`config.mk`:
```
export PLATFORM = sky130hd
export DESIGN_NAME = acp_frame_sequencer_flat
export DESIGN_NICKNAME = d
export VERILOG_FILES = /design/src/rtl/acp_pkg.sv /design/src/rtl/acp_frame_sequencer_if.sv /design/src/rtl/acp_frame_step_decode.sv /design/src/rtl/acp_frame_sequencer.sv /design/src/flat_wrapper.sv
export SDC_FILE = /design/constraint.sdc
export NUM_CORES = 1
export LEC_CHECK = 0
export BUFFER_PORTS_ARGS = -buffer_cell sky130_fd_sc_hd__buf_2
export CORE_AREA = 3 3 59 61
export DETAILED_ROUTE_END_ITERATION = 8
export DIE_AREA = 0 0 62 64
export PLACE_DENSITY = 0.75
export REMOVE_ABC_BUFFERS = 1
export SYNTH_ARGS = -nofsm -noshare
export SYNTH_HDL_FRONTEND = slang
export SYNTH_SLANG_ARGS = --single-unit
```
`constraint.sdc`:
```
create_clock -name i_clk_cpu -period 2.4 [get_ports i_clk_cpu]
set_clock_uncertainty 0.05 [all_clocks]
set_input_delay 0.12 -clock i_clk_cpu [delete_from_list [all_inputs] [get_ports i_clk_cpu]]
set_output_delay 0.12 -clock i_clk_cpu [all_outputs]
set_load 0.02 [all_outputs]
```
`src/rtl/acp_pkg.sv`:
```
// Shared constants and types for the ACP frame sequencer.
//   - default step counts (CPU cycles) for the 4- and 5-step sequences
//   - $4017 / $4015 bit positions
//   - delay-FSM state encoding and write-to-reset delays
//   - decoded step-event bundle produced by acp_frame_step_decode
package acp_pkg;

   localparam int unsigned STEP1 = 7457;
   localparam int unsigned STEP2 = 14913;
   localparam int unsigned STEP3 = 22371;
   localparam int unsigned STEP4 = 29829;
   localparam int unsigned STEP5 = 37281;

   localparam int FC_MODE_BIT        = 7;
   localparam int FC_INH_BIT         = 6;
   localparam int STAT_FRAME_IRQ_BIT = 6;

   typedef enum logic {
      ST_RUN  = 1'b0,
      ST_PEND = 1'b1
   } fs_state_e;

   // A $4017 write lands 3 or 4 CPU cycles later depending on APU parity.
   localparam logic [2:0] DLY_EVEN = 3'd3;
   localparam logic [2:0] DLY_ODD  = 3'd4;

   typedef struct packed {
      logic q;
      logic h;
      logic irq_set;
      logic last;
   } step_evt_t;

endpackage

```
`src/rtl/acp_frame_sequencer_if.sv`:
```
// Bus between the ACP MMIO register block and the frame sequencer.
//   i_cpu_ce        CPU-cycle enable
//   i_fc_we         $4017 write strobe, i_fc_data its data byte
//   i_status_rd     $4015 read strobe
//   o_quarter_frame / o_half_frame   one-clock frame pulses
//   o_frame_irq_flag, o_irq          $4015 bit 6 and the IRQ request
//   o_mode, o_apu_phase              current mode bit and APU parity
interface acp_frame_sequencer_if;

   logic       i_cpu_ce;
   logic       i_fc_we;
   logic [7:0] i_fc_data;
   logic       i_status_rd;
   logic       o_quarter_frame;
   logic       o_half_frame;
   logic       o_frame_irq_flag;
   logic       o_irq;
   logic       o_mode;
   logic       o_apu_phase;

   modport master (
      output i_cpu_ce, i_fc_we, i_fc_data, i_status_rd,
      input  o_quarter_frame, o_half_frame, o_frame_irq_flag, o_irq, o_mode, o_apu_phase
   );

   modport slave (
      input  i_cpu_ce, i_fc_we, i_fc_data, i_status_rd,
      output o_quarter_frame, o_half_frame, o_frame_irq_flag, o_irq, o_mode, o_apu_phase
   );

endinterface

```
`src/rtl/acp_frame_step_decode.sv`:
```
// Combinational step decoder: maps the frame cycle counter to step events.
//   count    current cycle count
//   mode     0 = 4-step, 1 = 5-step
//   wrapped  count reached 0 through a natural wrap (not a $4017 reset)
//   evt      {q, h, irq_set, last}; last marks the mode's final step
module acp_frame_step_decode
   import acp_pkg::*;
#(
   parameter int unsigned STEP1 = acp_pkg::STEP1,
   parameter int unsigned STEP2 = acp_pkg::STEP2,
   parameter int unsigned STEP3 = acp_pkg::STEP3,
   parameter int unsigned STEP4 = acp_pkg::STEP4,
   parameter int unsigned STEP5 = acp_pkg::STEP5,
   parameter int unsigned CNT_W = 16
) (
   input  logic [CNT_W-1:0] count,
   input  logic             mode,
   input  logic             wrapped,
   output step_evt_t        evt
);

   localparam logic [CNT_W-1:0] S1   = CNT_W'(STEP1);
   localparam logic [CNT_W-1:0] S2   = CNT_W'(STEP2);
   localparam logic [CNT_W-1:0] S3   = CNT_W'(STEP3);
   localparam logic [CNT_W-1:0] S4   = CNT_W'(STEP4);
   localparam logic [CNT_W-1:0] S4M1 = CNT_W'(STEP4 - 1);
   localparam logic [CNT_W-1:0] S5   = CNT_W'(STEP5);

   logic at_final;

   always_comb begin
      at_final    = mode ? (count == S5) : (count == S4);
      evt.last    = at_final;
      evt.q       = (count == S1) || (count == S2) || (count == S3) || at_final;
      evt.h       = (count == S2) || at_final;
      evt.irq_set = !mode && ((count == S4M1) || (count == S4) ||
                              ((count == '0) && wrapped));
   end

endmodule

```
`src/rtl/acp_frame_sequencer.sv`:
```
// ACP frame-counter scheduler.
//   i_clk_cpu  CPU clock
//   i_reset    synchronous active-high reset
//   bus        acp_frame_sequencer_if.slave: strobes in, frame pulses/IRQ/status out
//
// state | meaning
// RUN   | counting, no $4017 write outstanding
// PEND  | $4017 write waiting for its 3/4-cycle delay; counter keeps running
module acp_frame_sequencer
   import acp_pkg::*;
#(
   parameter int unsigned STEP1 = acp_pkg::STEP1,
   parameter int unsigned STEP2 = acp_pkg::STEP2,
   parameter int unsigned STEP3 = acp_pkg::STEP3,
   parameter int unsigned STEP4 = acp_pkg::STEP4,
   parameter int unsigned STEP5 = acp_pkg::STEP5,
   parameter int unsigned CNT_W = 16
) (
   input  logic                  i_clk_cpu,
   input  logic                  i_reset,
   acp_frame_sequencer_if.slave  bus
);

   localparam logic [CNT_W-1:0] S4 = CNT_W'(STEP4);

   fs_state_e        state_q, state_d;
   logic [CNT_W-1:0] count_q, count_d;
   logic [2:0]       delay_q, delay_d;
   logic             mode_q, mode_d;
   logic             inh_q, inh_d;
   logic             flag_q, flag_d;
   logic             phase_q, phase_d;
   logic             wrapped_q, wrapped_d;
   logic             quarter_q, quarter_d;
   logic             half_q, half_d;
   logic             over_4step;
   logic             unused_fc_bits;
   step_evt_t        evt;

   acp_frame_step_decode #(
      .STEP1(STEP1), .STEP2(STEP2), .STEP3(STEP3),
      .STEP4(STEP4), .STEP5(STEP5), .CNT_W(CNT_W)
   ) u_decode (
      .count   (count_q),
      .mode    (mode_q),
      .wrapped (wrapped_q),
      .evt     (evt)
   );

   // Left above STEP4 by a 5-step -> 4-step switch; wrap silently.
   assign over_4step     = !mode_q && (count_q > S4);
   assign unused_fc_bits = ^bus.i_fc_data[5:0];

   always_ff @(posedge i_clk_cpu) begin
      if (i_reset) begin
         state_q   <= ST_RUN;
         count_q   <= '0;
         delay_q   <= '0;
         mode_q    <= 1'b0;
         inh_q     <= 1'b0;
         flag_q    <= 1'b0;
         phase_q   <= 1'b0;
         wrapped_q <= 1'b0;
         quarter_q <= 1'b0;
         half_q    <= 1'b0;
      end else begin
         state_q   <= state_d;
         count_q   <= count_d;
         delay_q   <= delay_d;
         mode_q    <= mode_d;
         inh_q     <= inh_d;
         flag_q    <= flag_d;
         phase_q   <= phase_d;
         wrapped_q <= wrapped_d;
         quarter_q <= quarter_d;
         half_q    <= half_d;
      end
   end

   always_comb begin
      state_d   = state_q;
      count_d   = count_q;
      delay_d   = delay_q;
      mode_d    = mode_q;
      inh_d     = inh_q;
      flag_d    = flag_q;
      phase_d   = phase_q;
      wrapped_d = wrapped_q;
      quarter_d = 1'b0;
      half_d    = 1'b0;

      if (bus.i_cpu_ce) begin
         phase_d   = !phase_q;
         quarter_d = evt.q;
         half_d    = evt.h;
         wrapped_d = evt.last;
         if (evt.last || over_4step) begin
            count_d = '0;
         end else begin
            count_d = count_q + 1'b1;
         end

         // A set event beats a coincident $4015 read.
         if (evt.irq_set && !inh_q) begin
            flag_d = 1'b1;
         end else if (bus.i_status_rd) begin
            flag_d = 1'b0;
         end

         if (bus.i_fc_we) begin
            mode_d  = bus.i_fc_data[FC_MODE_BIT];
            inh_d   = bus.i_fc_data[FC_INH_BIT];
            if (bus.i_fc_data[FC_INH_BIT]) begin
               flag_d = 1'b0;
            end
            state_d = ST_PEND;
            delay_d = phase_q ? DLY_ODD : DLY_EVEN;
         end else if (state_q == ST_PEND) begin
            delay_d = delay_q - 3'd1;
            if (delay_q == 3'd1) begin
               state_d   = ST_RUN;
               count_d   = '0;
               wrapped_d = 1'b0;
               if (mode_q) begin
                  quarter_d = 1'b1;
                  half_d    = 1'b1;
               end
            end
         end
      end
   end

   assign bus.o_quarter_frame  = quarter_q;
   assign bus.o_half_frame     = half_q;
   assign bus.o_frame_irq_flag = flag_q;
   assign bus.o_irq            = flag_q & ~inh_q;
   assign bus.o_mode           = mode_q;
   assign bus.o_apu_phase      = phase_q;

endmodule

```
`src/flat_wrapper.sv`:
```
// flat-port wrapper written by rule: the top's interface ports become plain ports
module acp_frame_sequencer_flat import acp_pkg::*;
#(
   parameter int unsigned STEP1 = acp_pkg::STEP1,
   parameter int unsigned STEP2 = acp_pkg::STEP2,
   parameter int unsigned STEP3 = acp_pkg::STEP3,
   parameter int unsigned STEP4 = acp_pkg::STEP4,
   parameter int unsigned STEP5 = acp_pkg::STEP5,
   parameter int unsigned CNT_W = 16
)
  (i_clk_cpu, i_reset, bus_i_cpu_ce, bus_i_fc_we, bus_i_fc_data, bus_i_status_rd, bus_o_quarter_frame, bus_o_half_frame, bus_o_frame_irq_flag, bus_o_irq, bus_o_mode, bus_o_apu_phase);
  acp_frame_sequencer_if bus_i ();
  input  logic i_clk_cpu;
  input  logic i_reset;
  input wire logic [$bits(bus_i.i_cpu_ce)-1:0] bus_i_cpu_ce;
  input wire logic [$bits(bus_i.i_fc_we)-1:0] bus_i_fc_we;
  input wire logic [$bits(bus_i.i_fc_data)-1:0] bus_i_fc_data;
  input wire logic [$bits(bus_i.i_status_rd)-1:0] bus_i_status_rd;
  output wire logic [$bits(bus_i.o_quarter_frame)-1:0] bus_o_quarter_frame;
  output wire logic [$bits(bus_i.o_half_frame)-1:0] bus_o_half_frame;
  output wire logic [$bits(bus_i.o_frame_irq_flag)-1:0] bus_o_frame_irq_flag;
  output wire logic [$bits(bus_i.o_irq)-1:0] bus_o_irq;
  output wire logic [$bits(bus_i.o_mode)-1:0] bus_o_mode;
  output wire logic [$bits(bus_i.o_apu_phase)-1:0] bus_o_apu_phase;
  assign bus_i.i_cpu_ce = bus_i_cpu_ce;
  assign bus_i.i_fc_we = bus_i_fc_we;
  assign bus_i.i_fc_data = bus_i_fc_data;
  assign bus_i.i_status_rd = bus_i_status_rd;
  assign bus_o_quarter_frame = bus_i.o_quarter_frame;
  assign bus_o_half_frame = bus_i.o_half_frame;
  assign bus_o_frame_irq_flag = bus_i.o_frame_irq_flag;
  assign bus_o_irq = bus_i.o_irq;
  assign bus_o_mode = bus_i.o_mode;
  assign bus_o_apu_phase = bus_i.o_apu_phase;
  acp_frame_sequencer #(.STEP1(STEP1), .STEP2(STEP2), .STEP3(STEP3), .STEP4(STEP4), .STEP5(STEP5), .CNT_W(CNT_W)) u_core (.i_clk_cpu(i_clk_cpu), .i_reset(i_reset), .bus(bus_i));
endmodule
```
**Word level (Yosys, flattened, before mapping)**

Cells that the tools add are included.

- Register bits after elaboration: 27
- Logic and storage cells: 68

- Add/subtract/negate cells: 2
- $lt $le $gt $ge: 1
- Equal/unequal tests: 7
- Multiplexer cells: 26
- Bitwise operators: 3
- Reductions and logical operators: 19

Operators by type and width:

| kind | count |
|---|---|
| two-way mux 16 bit | 4 |
| equality test 16 x 15 -> 1 bit, second input constant | 3 |
| two-way mux 1 bit | 19 |
| adder 16 x 1 -> 16 bit, second input constant | 1 |
| equality test 16 x 13 -> 1 bit, second input constant | 1 |
| equality test 16 x 14 -> 1 bit, second input constant | 1 |
| equality test 16 bit, second input constant | 1 |
| > comparator 16 x 15 -> 1 bit, second input constant | 1 |
| logical NOT 16 bit | 1 |
| two-way mux 3 bit | 3 |
| logical OR 1 bit | 7 |
| logical AND 1 bit | 4 |
| AND reduction 2 bit | 2 |
| equality test 3 x 1 -> 1 bit, second input constant | 1 |
| logical NOT 1 bit | 3 |
| subtractor 3 x 1 -> 3 bit, second input constant | 1 |
| inverter 1 bit | 2 |
| nonzero test 2 bit | 1 |
| OR reduction 2 bit | 1 |
| AND 1 bit | 1 |

**Logic depth before layout (Yosys ltp)**

Gate-level depths: netlist of run 1.

- Word-level depth: 8
- Depth in mapped cells: 9
- Gate-level depth less buffers: 7

**Cells and area by module**

A second synthesis of run 1 with hierarchy kept.

- Cell total of the unflattened synthesis: 215
- Area total of the unflattened synthesis: 1,737.9 µm²

By module, submodules not included:

| module | times used | cells an instance | area an instance (µm²) | sequential area each (µm²) |
|---|---|---|---|---|
| acp_frame_sequencer | 1 | 183 | 1,506.4 | 540.5 |
| acp_frame_step_decode | 1 | 32 | 231.5 | 0.0 |

**Worst setup path before layout of run 1**

OpenSTA, ideal clock, no wires.

- Path kind: reg-to-reg
- From: register u_core.count_q[11]
- To: register u_core.count_q[2]
- Arrival: 1.850 ns
- Data required time: 2.214 ns
- Path slack: 0.364 ns
- Stages on the path, launching flop included: 8
- Path buffers: 2
- Path through: dfxtp_1 buf_6 or4_4 nor4_4 nor4bb_1 buf_2 nor3b_4 nor4_1

- Longest elaborated chain between the ends: 7
- Elaborated cells between the ends (all ways): 10
- Those cells by class: order compare: 1; eq/ne: 2; mux: 5; reduce/logical: 2

Ends and longest elaborated chain:

| what | RTL line | source |
|---|---|---|
| start: declaration | acp_frame_sequencer.sv:27 | `logic [CNT_W-1:0] count_q, count_d;` |
| start signal: assignment | acp_frame_sequencer.sv:68 | `count_q <= count_d;` |
| > comparator 16 x 15 -> 1 bit, or another cell as far along | acp_frame_sequencer.sv:51 | `assign over_4step = !mode_q && (count_q > S4);` |
| logical AND 1 bit or two-way mux 1 bit (tied branches) | acp_frame_sequencer.sv:51, acp_frame_step_decode.sv:32 |  |
| logical OR 1 bit (*) | acp_frame_sequencer.sv:97 | `if (evt.last \|\| over_4step) begin` |
| two-way mux 16 bit (*) | acp_frame_sequencer.sv:97 |  |
| two-way mux 16 bit | acp_frame_sequencer.sv:120 | `if (delay_q == 3'd1) begin` |
| two-way mux 16 bit | acp_frame_sequencer.sv:118 | `end else if (state_q == ST_PEND) begin` |
| two-way mux 16 bit (*) | acp_frame_sequencer.sv:110 | `if (bus.i_fc_we) begin` |

Mark *: on every way between the ends. The rest lies on a longest branch, timed or not.
A chain may end at the register's enable or synchronous reset.

**Worst setup path in the final report of run 1**

- From: register u_core.delay_q[1]
- To: register u_core.count_q[14]

- Longest elaborated chain between the ends: 4

Ends and longest elaborated chain:

| what | RTL line | source |
|---|---|---|
| start: declaration | acp_frame_sequencer.sv:28 | `logic [2:0] delay_q, delay_d;` |
| start signal: assignment | acp_frame_sequencer.sv:69 | `delay_q <= delay_d;` |
| equality test 3 x 1 -> 1 bit | acp_frame_sequencer.sv:120 |  |
| two-way mux 16 bit | acp_frame_sequencer.sv:120 |  |
| two-way mux 16 bit | acp_frame_sequencer.sv:118 |  |
| two-way mux 16 bit | acp_frame_sequencer.sv:110 |  |

Every way passes these cells.

==> results of run 1 <==
-- through the flow --
stage,setup slack [ps],cells,area [um2],util (%)
6_report,182,271,1870,61.7
5_1_grt,32.9,271,1870,61.7
4_1_cts,107,270,1860,61.5
3_5_place_dp,216,265,1830,60.3
3_3_place_gp,269,265,1830,60.3
2_1_floorplan,-476,197,1610,-
-- registers in the layout, summed over array words and instances (netlist names) --
name	count
u_core.state_q	1
u_core.delay_q	3
u_core.bus.o_apu_phase	1
u_core.bus.o_mode	1
u_core.bus.o_frame_irq_flag	1
u_core.inh_q	1
u_core.wrapped_q	1
u_core.count_q	16
u_core.bus.o_half_frame	1
u_core.bus.o_quarter_frame	1
-- kinds of logic (layout without fill, tap and decap cells) --
| logic type | after synthesis | count (layout) |
|---|---|---|
| AND/OR/NAND/NOR | 117 | 117 |
| AO/OA/AOI/OAI | 35 | 35 |
| flip-flops | 27 | 27 |
| buffers and inverters | 24 | 34 |
| multiplexers | 6 | 6 |
| adder cells (fa/ha/maj) | 5 | 5 |
| XOR/XNOR | 3 | 3 |
-- critical path, cell delays in order (launching register included) --
cell and delay, ps:
dfxtp_1 360, inv_1 70, ha_1 190, and4bb_2 260, nor4b_1 240, o311a_1 340
nor3b_4 80, buf_4 170, nor4_1 350
-- what timing repair did --
action,4_1_cts,5_1_grt
hold buffers,1,0
endpoints found under the setup margin,0,3
hold endpoints to repair,1,0
gates resized for setup,0,0
buffers inserted,0,1
-- cells in the mapped netlist, types with 2 or more instances --
library cell  count
xnor2_1           3
and2_1            2
o21ai_0          10
o21bai_1          2
nor2b_1           3
nor3b_1           3
mux2i_1           6
nand3b_1          4
nand4_1           6
or3_1             2
nor4_1           15
ha_1              5
o21a_1            2
and3_1            5
nand3_1           9
nand4b_1          4
nand2b_1          5
clkbuf_1         15
a211oi_1          4
nor3_1           17
inv_1             4
buf_2             4
nand2_1          19
a21oi_1           9
nor2_1           14
and4_1            2
dfxtp_1          27
-- cell usage in the layout (no fill, tap or decap), drive strengths merged, types with 2 or more instances in the layout --
master / Yosys / layout
xnor2: 3 / 3
nor2: 14 / 14
nand4: 6 / 6
and4: 2 / 2
o21ai: 10 / 10
nand3: 9 / 9
nand4b: 4 / 4
nand2b: 5 / 5
mux2i: 6 / 6
nor3b: 4 / 4
nor4: 16 / 16
nand3b: 4 / 4
o21bai: 2 / 2
a21oi: 9 / 9
nand2: 19 / 19
o21a: 2 / 2
a211oi: 4 / 4
and3: 5 / 5
nor3: 17 / 17
buf: 5 / 25
nor2b: 3 / 3
clkbuf: 15 / 4
and2: 2 / 2
or3: 2 / 2
ha: 5 / 5
dfxtp: 27 / 27
inv: 4 / 4
-- routing by layer --
metal	vias up	track usage [%]	wire [um]
met4	0	9.02	82
met3	8	3.03	208
li1	817	-	-
met5	-	0	0
met1	763	27.8	1840
met2	61	41.3	2110
-- cell type report --
class | count | area (um2) | share of cell area [%]
clock buffer | 4 | 26.3 | 1.41
inverter | 4 | 15.0 | 0.803
multi-input combinational | 166 | 1060 | 57.0
tap | 44 | 55.1 | 2.95
sequential | 27 | 541 | 28.9
timing repair buffer | 26 | 168 | 8.97
-- worst paths after layout --
path                                  to  slack (ps)  cells past startpoint
max reg2reg           u_core.count_q[14]         180                      8
max                   u_core.count_q[14]         180                      8
min reg2reg  u_core.bus.o_frame_irq_flag         440                      2
min                         u_core.inh_q          20                      3
-- power groups by stage --
| stage | Sequential, uW | Combinational (uW) | Clock (uW) |
|---|---|---|---|
| finish | 474 | 126 | 197 |
| global route | 476 | 139 | 225 |
| CTS | 474 | 124 | 207 |
| detailed placement | 483 | 122 | 0 |
| global placement | 482 | 112 | 0 |
| floorplan | 483 | 69.6 | 0 |
==> results.sh, run 1 <==
export IMPL_status="finished, final reports clean"
export IMPL_netlist_instances=217
export IMPL_fmax_mhz=451
export IMPL_synth_compound_area_share_pct=13.0
export IMPL_synth_top_area_cell="dfxtp_1"
export IMPL_power_frac_comb_pct=15.8
export IMPL_clkTransAtPathRegs_ps=140
export IMPL_critPathKind="flop to flop"
export IMPL_via_per_inst=6.08
export IMPL_p_clk_share_pct=24.7
export IMPL_finalSetupViolCount=0
export IMPL_grt_use_total_pct=23.6
export IMPL_power_frac_seq_pct=59.5
export IMPL_wire_per_inst_um=15.7
export IMPL_antenna_found_initial=0
export IMPL_tightest_slew_ps=591
export IMPL_power_internal_uw=577
export IMPL_fin_total_pwr_uw=797
export IMPL_synth_xor_area_share_pct=1.54
export IMPL_port_buffer_count=12
export IMPL_grt_overflow=0
export IMPL_synth_top_family_by_area="simple AND/OR/NAND/NOR gates"
export IMPL_ys_ff_latch=27
export IMPL_synth_mux_area_fraction_pct=3.53
export IMPL_first_global_vias=1638
export IMPL_synth_edf_count=0
export IMPL_p_sw_share_pct=27.6
export IMPL_dp_hpwl_um=3030
export IMPL_min_from="bus_i_fc_data[6]"
export IMPL_cts_sinks=27
export IMPL_die_h_um=64
export IMPL_synth_area_leaders="dfxtp_1 (32%), nor4_1 (5.5%), nor3_1 (5.0%)"
export IMPL_crit_arrival_ps=2390
export IMPL_crit_required_ps=2570
export IMPL_vias=1649
export IMPL_cts_buffers=3
export IMPL_area_growth_pct=9.85
export IMPL_drtAntennaViolNets=0
export IMPL_fin_nets=246
export IMPL_synth_cell_type_count=43
export IMPL_finalHoldViolations=0
export IMPL_core_mm2=0.00303
export IMPL_wl_um=4240
export IMPL_ir_drop_mv=0.192
export IMPL_htreeDepth=1
export IMPL_critPathLaunch="u_core.delay_q[1]"
export IMPL_relSlewSlack_pct=60.2
export IMPL_clk_path_buf_depth=2
export IMPL_slew_viol_final=0
export IMPL_ios=19
export IMPL_synthSimpleGateAreaFrac_pct=40.4
export IMPL_drive_gt1_share_pct=14.5
export IMPL_yosysWarnings=0
export IMPL_drt_initial_drc_count=128
export IMPL_hp_class="input port to flop"
export IMPL_drt_pass1_iterations=5
export IMPL_path_max_fanout=8
export IMPL_yosys_area_top_type_share_pct=31.8
export IMPL_final_fill_count=288
export IMPL_syn_cell_area_mm2=0.00170
export IMPL_synthAdderAreaFrac_pct=3.68
export IMPL_rows=20
export IMPL_async_flop_share_pct=0
export IMPL_ys_seq_area_share_pct=31.8
export IMPL_start_util_pct=56.2
export IMPL_grt_max_degree=28
export IMPL_max_cap_viol_count=0
export IMPL_leakage_uw=0.000678
export IMPL_drc_errors=0
export IMPL_grt_pass1_wl_um=7200
export IMPL_synth_area_per_cell_um2=7.84
export IMPL_cts_root_buf="clkbuf_4"
export IMPL_crit_path_end_kind="flop"
export IMPL_r2r_start="u_core.delay_q[1]"
export IMPL_cts_tree="done"
export IMPL_setup_tns_ps=0
export IMPL_fin_crit_sh_pct=92.4
export IMPL_rsz0062_at_grt="false"
export IMPL_synth_ff_type="dfxtp_1"
export IMPL_place_gp_congestion=0.976
export IMPL_whs_ps=18.9
export IMPL_insertion_delay_ps=330
export IMPL_power_density_mw_per_mm2=426
export IMPL_finalCriticalPeriod_ps=2220
export IMPL_worstSetupStartpointType="flop"
export IMPL_switchingPower_uw=220
export IMPL_n_antenna_cell=0
export IMPL_die_area_mm2=0.00397
export IMPL_fp_dieW_um=62
Power figures use the tool's default switching activity.
==> run 2, diff against run 1 <==
--- a/config.mk
+++ b/config.mk
@@ -9,6 +9,7 @@
 export CORE_AREA = 3 3 59 61
 export DETAILED_ROUTE_END_ITERATION = 8
 export DIE_AREA = 0 0 62 64
+export MAX_ROUTING_LAYER = met4
 export PLACE_DENSITY = 0.75
 export REMOVE_ABC_BUFFERS = 1
 export SYNTH_ARGS = -nofsm -noshare
==> run 2 against run 1 <==
Clock power hardly changed. Wire length is 2.5% lower. Via count stayed put. Sequential power hardly changed. Critical endpoint is now u_core.count_q[4]. Highest routed layer unchanged.
==> results.sh, run 2 (synthesized netlist as in run 1, its figures left out) <==
export IMPL_status="finished, final reports clean"
export IMPL_largest_register_ffs=16
export IMPL_antenna_found_initial=0
export IMPL_n_antenna_cell=0
export IMPL_path_max_fanout=8
export IMPL_finalHoldViolations=0
export IMPL_drt_initial_drc_count=103
export IMPL_core_mm2=0.00303
export IMPL_wl_um=4140
export IMPL_critical_path_max_stage_delay_ps=400
export IMPL_power_density_mw_per_mm2=426
export IMPL_insertion_delay_ps=320
export IMPL_clkTransAtPathRegs_ps=140
export IMPL_crit_path_end_kind="flop"
export IMPL_port_buffer_count=12
export IMPL_grt_pass1_wl_um=7200
export IMPL_finalCriticalPeriod_ps=2250
export IMPL_via_per_inst=6.11
export IMPL_htreeDepth=1
export IMPL_critPathTopFamily="simple AND/OR/NAND/NOR gates"
export IMPL_worstSetupStartpointType="flop"
export IMPL_cts_sinks=27
export IMPL_rsz0062_at_grt="false"
export IMPL_reg2regPathDepth=8
export IMPL_regMostFlops="u_core.count_q"
export IMPL_critPathKind="flop to flop"
export IMPL_start_util_pct=56.2
export IMPL_drt_pass1_iterations=4
export IMPL_dp_hpwl_um=3010
export IMPL_drc_errors=0
export IMPL_cts_root_buf="clkbuf_4"
export IMPL_grt_overflow=0
export IMPL_fp_dieW_um=62
export IMPL_post_cts_setup_buffer_count=0
export IMPL_pre_cts_slack_ps=194
export IMPL_cp_depth=8
export IMPL_finalSetupViolCount=0
export IMPL_worstSetupEndpoint="u_core.count_q[4]"
export IMPL_die_h_um=64
export IMPL_r2r_start="u_core.delay_q[1]"
export IMPL_grt_max_degree=28
export IMPL_clk_path_buf_depth=2
export IMPL_critPathLaunch="u_core.delay_q[1]"
export IMPL_final_cell_mix="dfxtp_1 (27), nand2_1 (19), nor3_1 (17)"
export IMPL_die_area_mm2=0.00397
export IMPL_vias=1649
export IMPL_ios=19
export IMPL_fmax_mhz=444
export IMPL_crit_required_ps=2580
export IMPL_wire_per_inst_um=15.3
export IMPL_finish_instance_area_mm2=0.00186
export IMPL_max_cap_viol_count=0
export IMPL_cts_buffers=3
export IMPL_top_regs="u_core.count_q (16), u_core.delay_q (3)"
export IMPL_crit_chain="inv_1 -> ha_1 -> and4bb_2 -> nor4b_1 -> o311a_1 -> nor3b_4 -> buf_4 -> nor4_1"
export IMPL_crit_buf_inv=2
export IMPL_drtAntennaViolNets=0
export IMPL_area_growth_pct=9.41
export IMPL_grt_use_total_pct=24.2
export IMPL_first_global_vias=1597
export IMPL_rows=20
export IMPL_hold_depth=3
export IMPL_worstReg2RegEnd="u_core.count_q[4]"
export IMPL_hp_class="input port to flop"
export IMPL_drive_gt1_share_pct=14.2
export IMPL_tightest_slew_ps=537
export IMPL_ir_drop_mv=0.283
export IMPL_fin_crit_sh_pct=93.9
export IMPL_r2r_setup_slack_ps=150
export IMPL_leakage_uw=0.000673
export IMPL_relSlewSlack_pct=63.8
export IMPL_place_gp_congestion=0.961
export IMPL_fin_nets=245
export IMPL_layout_commonest_cell="dfxtp_1"
export IMPL_setup_ws_ps=147
export IMPL_slew_viol_final=0
export IMPL_cts_tree="done"
export IMPL_cts_repair_resized=0
export IMPL_crit_arrival_ps=2430
export IMPL_slowest_stage="o311a_1"
export IMPL_dpl_instance_area_mm2=0.00183
export IMPL_holdBufCountCts=1
-- run 2: routing by layer --
metal / track usage (%) / vias to the layer above / wire, um
met3: 3.84 / 6 / 169
met5: - / - / 0
met4: 6.90 / 0 / 42
met2: 39.5 / 45 / 2050
met1: 30.0 / 783 / 1870
li1: - / 815 / -
-- run 2: layout make-up --
class,count,area (um2)
fill,286,1170
sequential,27,541
multi-input combinational,166,1060
tap,44,55.1
timing repair buffer,25,160
inverter,4,15.0
clock buffer,4,26.3
-- run 2: power breakdown --
group          internal (uW)  switching (uW)  total, uW
clock                   65.1             133        199
combinational           49.8            71.1        121
sequential               460            13.3        474
-- run 2: how the worst min path moves through the flow --
stage / from / to / slack, ps
6_report: bus_i_fc_data[6] / u_core.inh_q / 30
5_1_grt: bus_i_fc_data[6] / u_core.inh_q / 30
4_1_cts: bus_i_fc_data[6] / u_core.inh_q / 30
3_5_place_dp: bus_i_fc_data[7] / u_core.bus.o_mode / 350
3_3_place_gp: bus_i_fc_data[7] / u_core.bus.o_mode / 340
2_1_floorplan: i_reset / u_core.bus.o_mode / 140
-- run 2: tightest hold or removal path, stage by stage --
cell	delay, ps
buf_2	110
nand3_1	80
a21oi_1	60
-- run 2: stage by stage --
step / hold WS [ps] / power (uW) / cells / utilization (%) / setup TNS (ps)
floorplan: 139 / 553 / 197 / - / -6390
global placement: 337 / 595 / 265 / 60.3 / 0
detailed placement: 350 / 602 / 265 / 60.3 / 0
CTS: 25.9 / 802 / 270 / 61.5 / 0
global route: 34.1 / 837 / 270 / 61.5 / 0
finish: 28.2 / 793 / 270 / 61.5 / 0
==> run 3, diff against run 2 <==
--- a/config.mk
+++ b/config.mk
@@ -10,8 +10,9 @@
 export DETAILED_ROUTE_END_ITERATION = 8
 export DIE_AREA = 0 0 62 64
 export MAX_ROUTING_LAYER = met4
-export PLACE_DENSITY = 0.75
+export PLACE_DENSITY = 0.76
 export REMOVE_ABC_BUFFERS = 1
 export SYNTH_ARGS = -nofsm -noshare
 export SYNTH_HDL_FRONTEND = slang
+export SYNTH_HIERARCHICAL = 1
 export SYNTH_SLANG_ARGS = --single-unit
==> run 3 against run 2 <==
Combinational power grew to 2.5 times the previous value. Die area is the same. Critical endpoint is now u_core/count_q[14]. Clock-buffer cell count decreased by 1. Largest cell class unchanged.
==> results.sh, run 3 <==
export IMPL_syn_cell_area_mm2=0.00174
export IMPL_max_cap_viol_count=0
export IMPL_area_growth_pct=13.2
export IMPL_port_buffer_count=12
export IMPL_core_mm2=0.00303
export IMPL_die_area_mm2=0.00397
export IMPL_dp_cells=276
export IMPL_cts_tree="done"
export IMPL_leakage_uw=0.000729
export IMPL_n_antenna_cell=0
export IMPL_synth_top_area_cell="dfxtp_1"
export IMPL_yosys_area_top_type_share_pct=31.1
export IMPL_min_from="i_reset"
export IMPL_ys_ff_latch=27
export IMPL_ir_drop_mv=0.494
export IMPL_drt_initial_drc_count=116
export IMPL_r2r_setup_slack_ps=170
export IMPL_status="finished, final reports clean"
export IMPL_critPathTopFamily="simple AND/OR/NAND/NOR gates"
export IMPL_cts_root_buf="clkbuf_4"
export IMPL_ios=19
export IMPL_r2r_start="u_core/count_q[0]"
export IMPL_yosysWarnings=6
export IMPL_top_regs="u_core/count_q (16), u_core/delay_q (3)"
export IMPL_worstReg2RegEnd="u_core/count_q[14]"
export IMPL_regMostFlops="u_core/count_q"
export IMPL_start_util_pct=57.4
export IMPL_hp_class="input port to flop"
export IMPL_drc_errors=0
export IMPL_reg2regPathDepth=9
export IMPL_hold_depth=2
export IMPL_crit_top_cell="buf_4"
export IMPL_insertion_delay_ps=340
export IMPL_dp_hpwl_um=3210
export IMPL_ys_seq_area_share_pct=31.1
export IMPL_worstSetupStartpointType="flop"
export IMPL_final_cell_mix="dfxtp_1 (25), nand2_1 (19), nor2_1 (18)"
export IMPL_synth_ff_type="dfxtp_1"
export IMPL_fp_dieW_um=62
export IMPL_cts_sinks=27
export IMPL_die_h_um=64
export IMPL_synth_common_cells="dfxtp_1 (27), nand2_1 (19), nor2_1 (18), a21oi_1 (15), o21ai_0 (11)"
export IMPL_wl_um=4410
export IMPL_slowest_stage="dfxtp_1"
export IMPL_fin_nets=258
export IMPL_crit_arrival_ps=2430
export IMPL_synth_area_per_cell_um2=8.08
export IMPL_finalCriticalPeriod_ps=2230
export IMPL_finalSetupViolCount=0
export IMPL_synth_cell_type_count=55
export IMPL_rows=20
export IMPL_critPathKind="flop to flop"
export IMPL_layout_commonest_cell="dfxtp_1"
export IMPL_min_to="u_core/delay_q[0]"
export IMPL_relSlewSlack_pct=55.5
export IMPL_drt_pass1_iterations=4
export IMPL_grt_overflow=0
export IMPL_synth_area_leaders="dfxtp_1 (31%), a21oi_1 (4.3%), nand2_1 (4.1%)"
export IMPL_tightest_slew_ps=665
export IMPL_fmax_mhz=448
export IMPL_crit_chain="and4b_1 -> nand4_1 -> o22ai_2 -> nor3_4 -> nor3b_4 -> buf_4 -> buf_4 -> o21ai_1 -> o211ai_1"
export IMPL_grt_max_degree=19
export IMPL_vias=1765
export IMPL_clk_path_buf_depth=2
export IMPL_power_density_mw_per_mm2=551
export IMPL_drtAntennaViolNets=0
export IMPL_clkTransAtPathRegs_ps=150
export IMPL_finish_instance_area_mm2=0.00197
export IMPL_finalNonFillerCells=283
export IMPL_grt_pass1_wl_um=7840
export IMPL_async_flop_share_pct=0
export IMPL_synth_edf_count=0
export IMPL_largest_register_ffs=16
export IMPL_htreeDepth=1
export IMPL_crit_buf_inv=2
export IMPL_critical_path_max_stage_delay_ps=530
export IMPL_crit_path_end_kind="flop"
export IMPL_via_per_inst=6.24
export IMPL_antenna_found_initial=0
export IMPL_fin_crit_sh_pct=93.1
export IMPL_slew_viol_final=0
export IMPL_cts_buffers=3
export IMPL_grt_use_total_pct=26.0
export IMPL_path_max_fanout=7
export IMPL_crit_required_ps=2600
export IMPL_first_global_vias=1676
export IMPL_finalHoldViolations=0
export IMPL_place_gp_congestion=0.983
export IMPL_drive_gt1_share_pct=19.7
export IMPL_final_fill_count=274
export IMPL_dpl_instance_area_mm2=0.00190
export IMPL_netlist_instances=215
export IMPL_synth_most_common_cell="dfxtp_1"
export IMPL_fin_total_pwr_uw=1080
export IMPL_wire_per_inst_um=15.6
run 3: cell count changes after synthesis, moves of 5 or more:
| cell | change |
|---|---|
| nor4_1 | -11 |
| a21oi_1 | +6 |
| o21ai_1 | +10 |
| inv_1 | +5 |
| mux2i_1 | -5 |
| nor3_1 | -11 |
| clkbuf_1 | -11 |
| a31oi_1 | +6 |
run 3: where the power goes:
part           internal (uW)  leakage [uW]  switching (uW)
combinational            135      0.000495             172
clock                   64.2     0.0000139             147
sequential               487      0.000220            77.9
run 3: what timing repair did:
item                                   4_1_cts  5_1_grt
endpoints found under the hold margin        2        0
resized for setup                            0        3
setup endpoints to repair                    0       10
hold buffers                                 2        0
setup buffers                                0        1
run 3: layout make-up:
| class | instances | area (um2) | area share (%) |
|---|---|---|---|
| Timing Repair Buffer | 28 | 185 | 9.41 |
| Clock inverter | 1 | 7.51 | 0.382 |
| Sequential cell | 27 | 543 | 27.6 |
| Multi-Input combinational cell | 171 | 1120 | 56.9 |
| Tap cell | 44 | 55.1 | 2.80 |
| Clock buffer | 3 | 22.5 | 1.15 |
| Inverter | 9 | 33.8 | 1.72 |
run 3: worst max path at each step:
| stage | from | endpoint | slack, ps | cells past startpoint |
|---|---|---|---|---|
| floorplan | u_core/count_q[11] | u_core/count_q[11] | 210 | 7 |
| global placement | u_core/count_q[11] | u_core/count_q[5] | 210 | 8 |
| detailed placement | u_core/count_q[11] | u_core/count_q[5] | 190 | 8 |
| CTS | u_core/count_q[11] | u_core/count_q[5] | 140 | 8 |
| global route | u_core/count_q[3] | u_core/count_q[11] | -4 | 8 |
| finish | u_core/count_q[0] | u_core/count_q[14] | 170 | 9 |
run 3: stage by stage:
step | setup TNS (ps) | hold slack (ps) | util [%] | setup WS (ps)
6_report | 0 | 23.5 | 65.0 | 166
5_1_grt | -3.88 | 26.3 | 65.0 | -3.88
4_1_cts | 0 | 3.23 | 64.3 | 137
3_5_place_dp | 0 | 354 | 62.7 | 189
3_3_place_gp | 0 | 342 | 62.7 | 206
2_1_floorplan | 0 | 139 | - | 206
run 3: kinds of logic after synthesis:
family          share of synthesized area [%]
compound gates                           24.5
xor+xnor                                 1.01
flops                                    31.1
fa+ha+maj                                3.60
simple gates                             34.3
mux                                     0.576
buf+inv                                  4.97
run 3: per-layer routing:
| metal | part of all wire [%] | GRT usage, % | vias to the layer above |
|---|---|---|---|
| met2 | 47 | 37.7 | 52 |
| met5 | 0 | - | - |
| li1 | - | - | 859 |
| met4 | 2.1 | 9.28 | 0 |
| met3 | 4.1 | 3.84 | 11 |
| met1 | 46 | 36.2 | 843 |
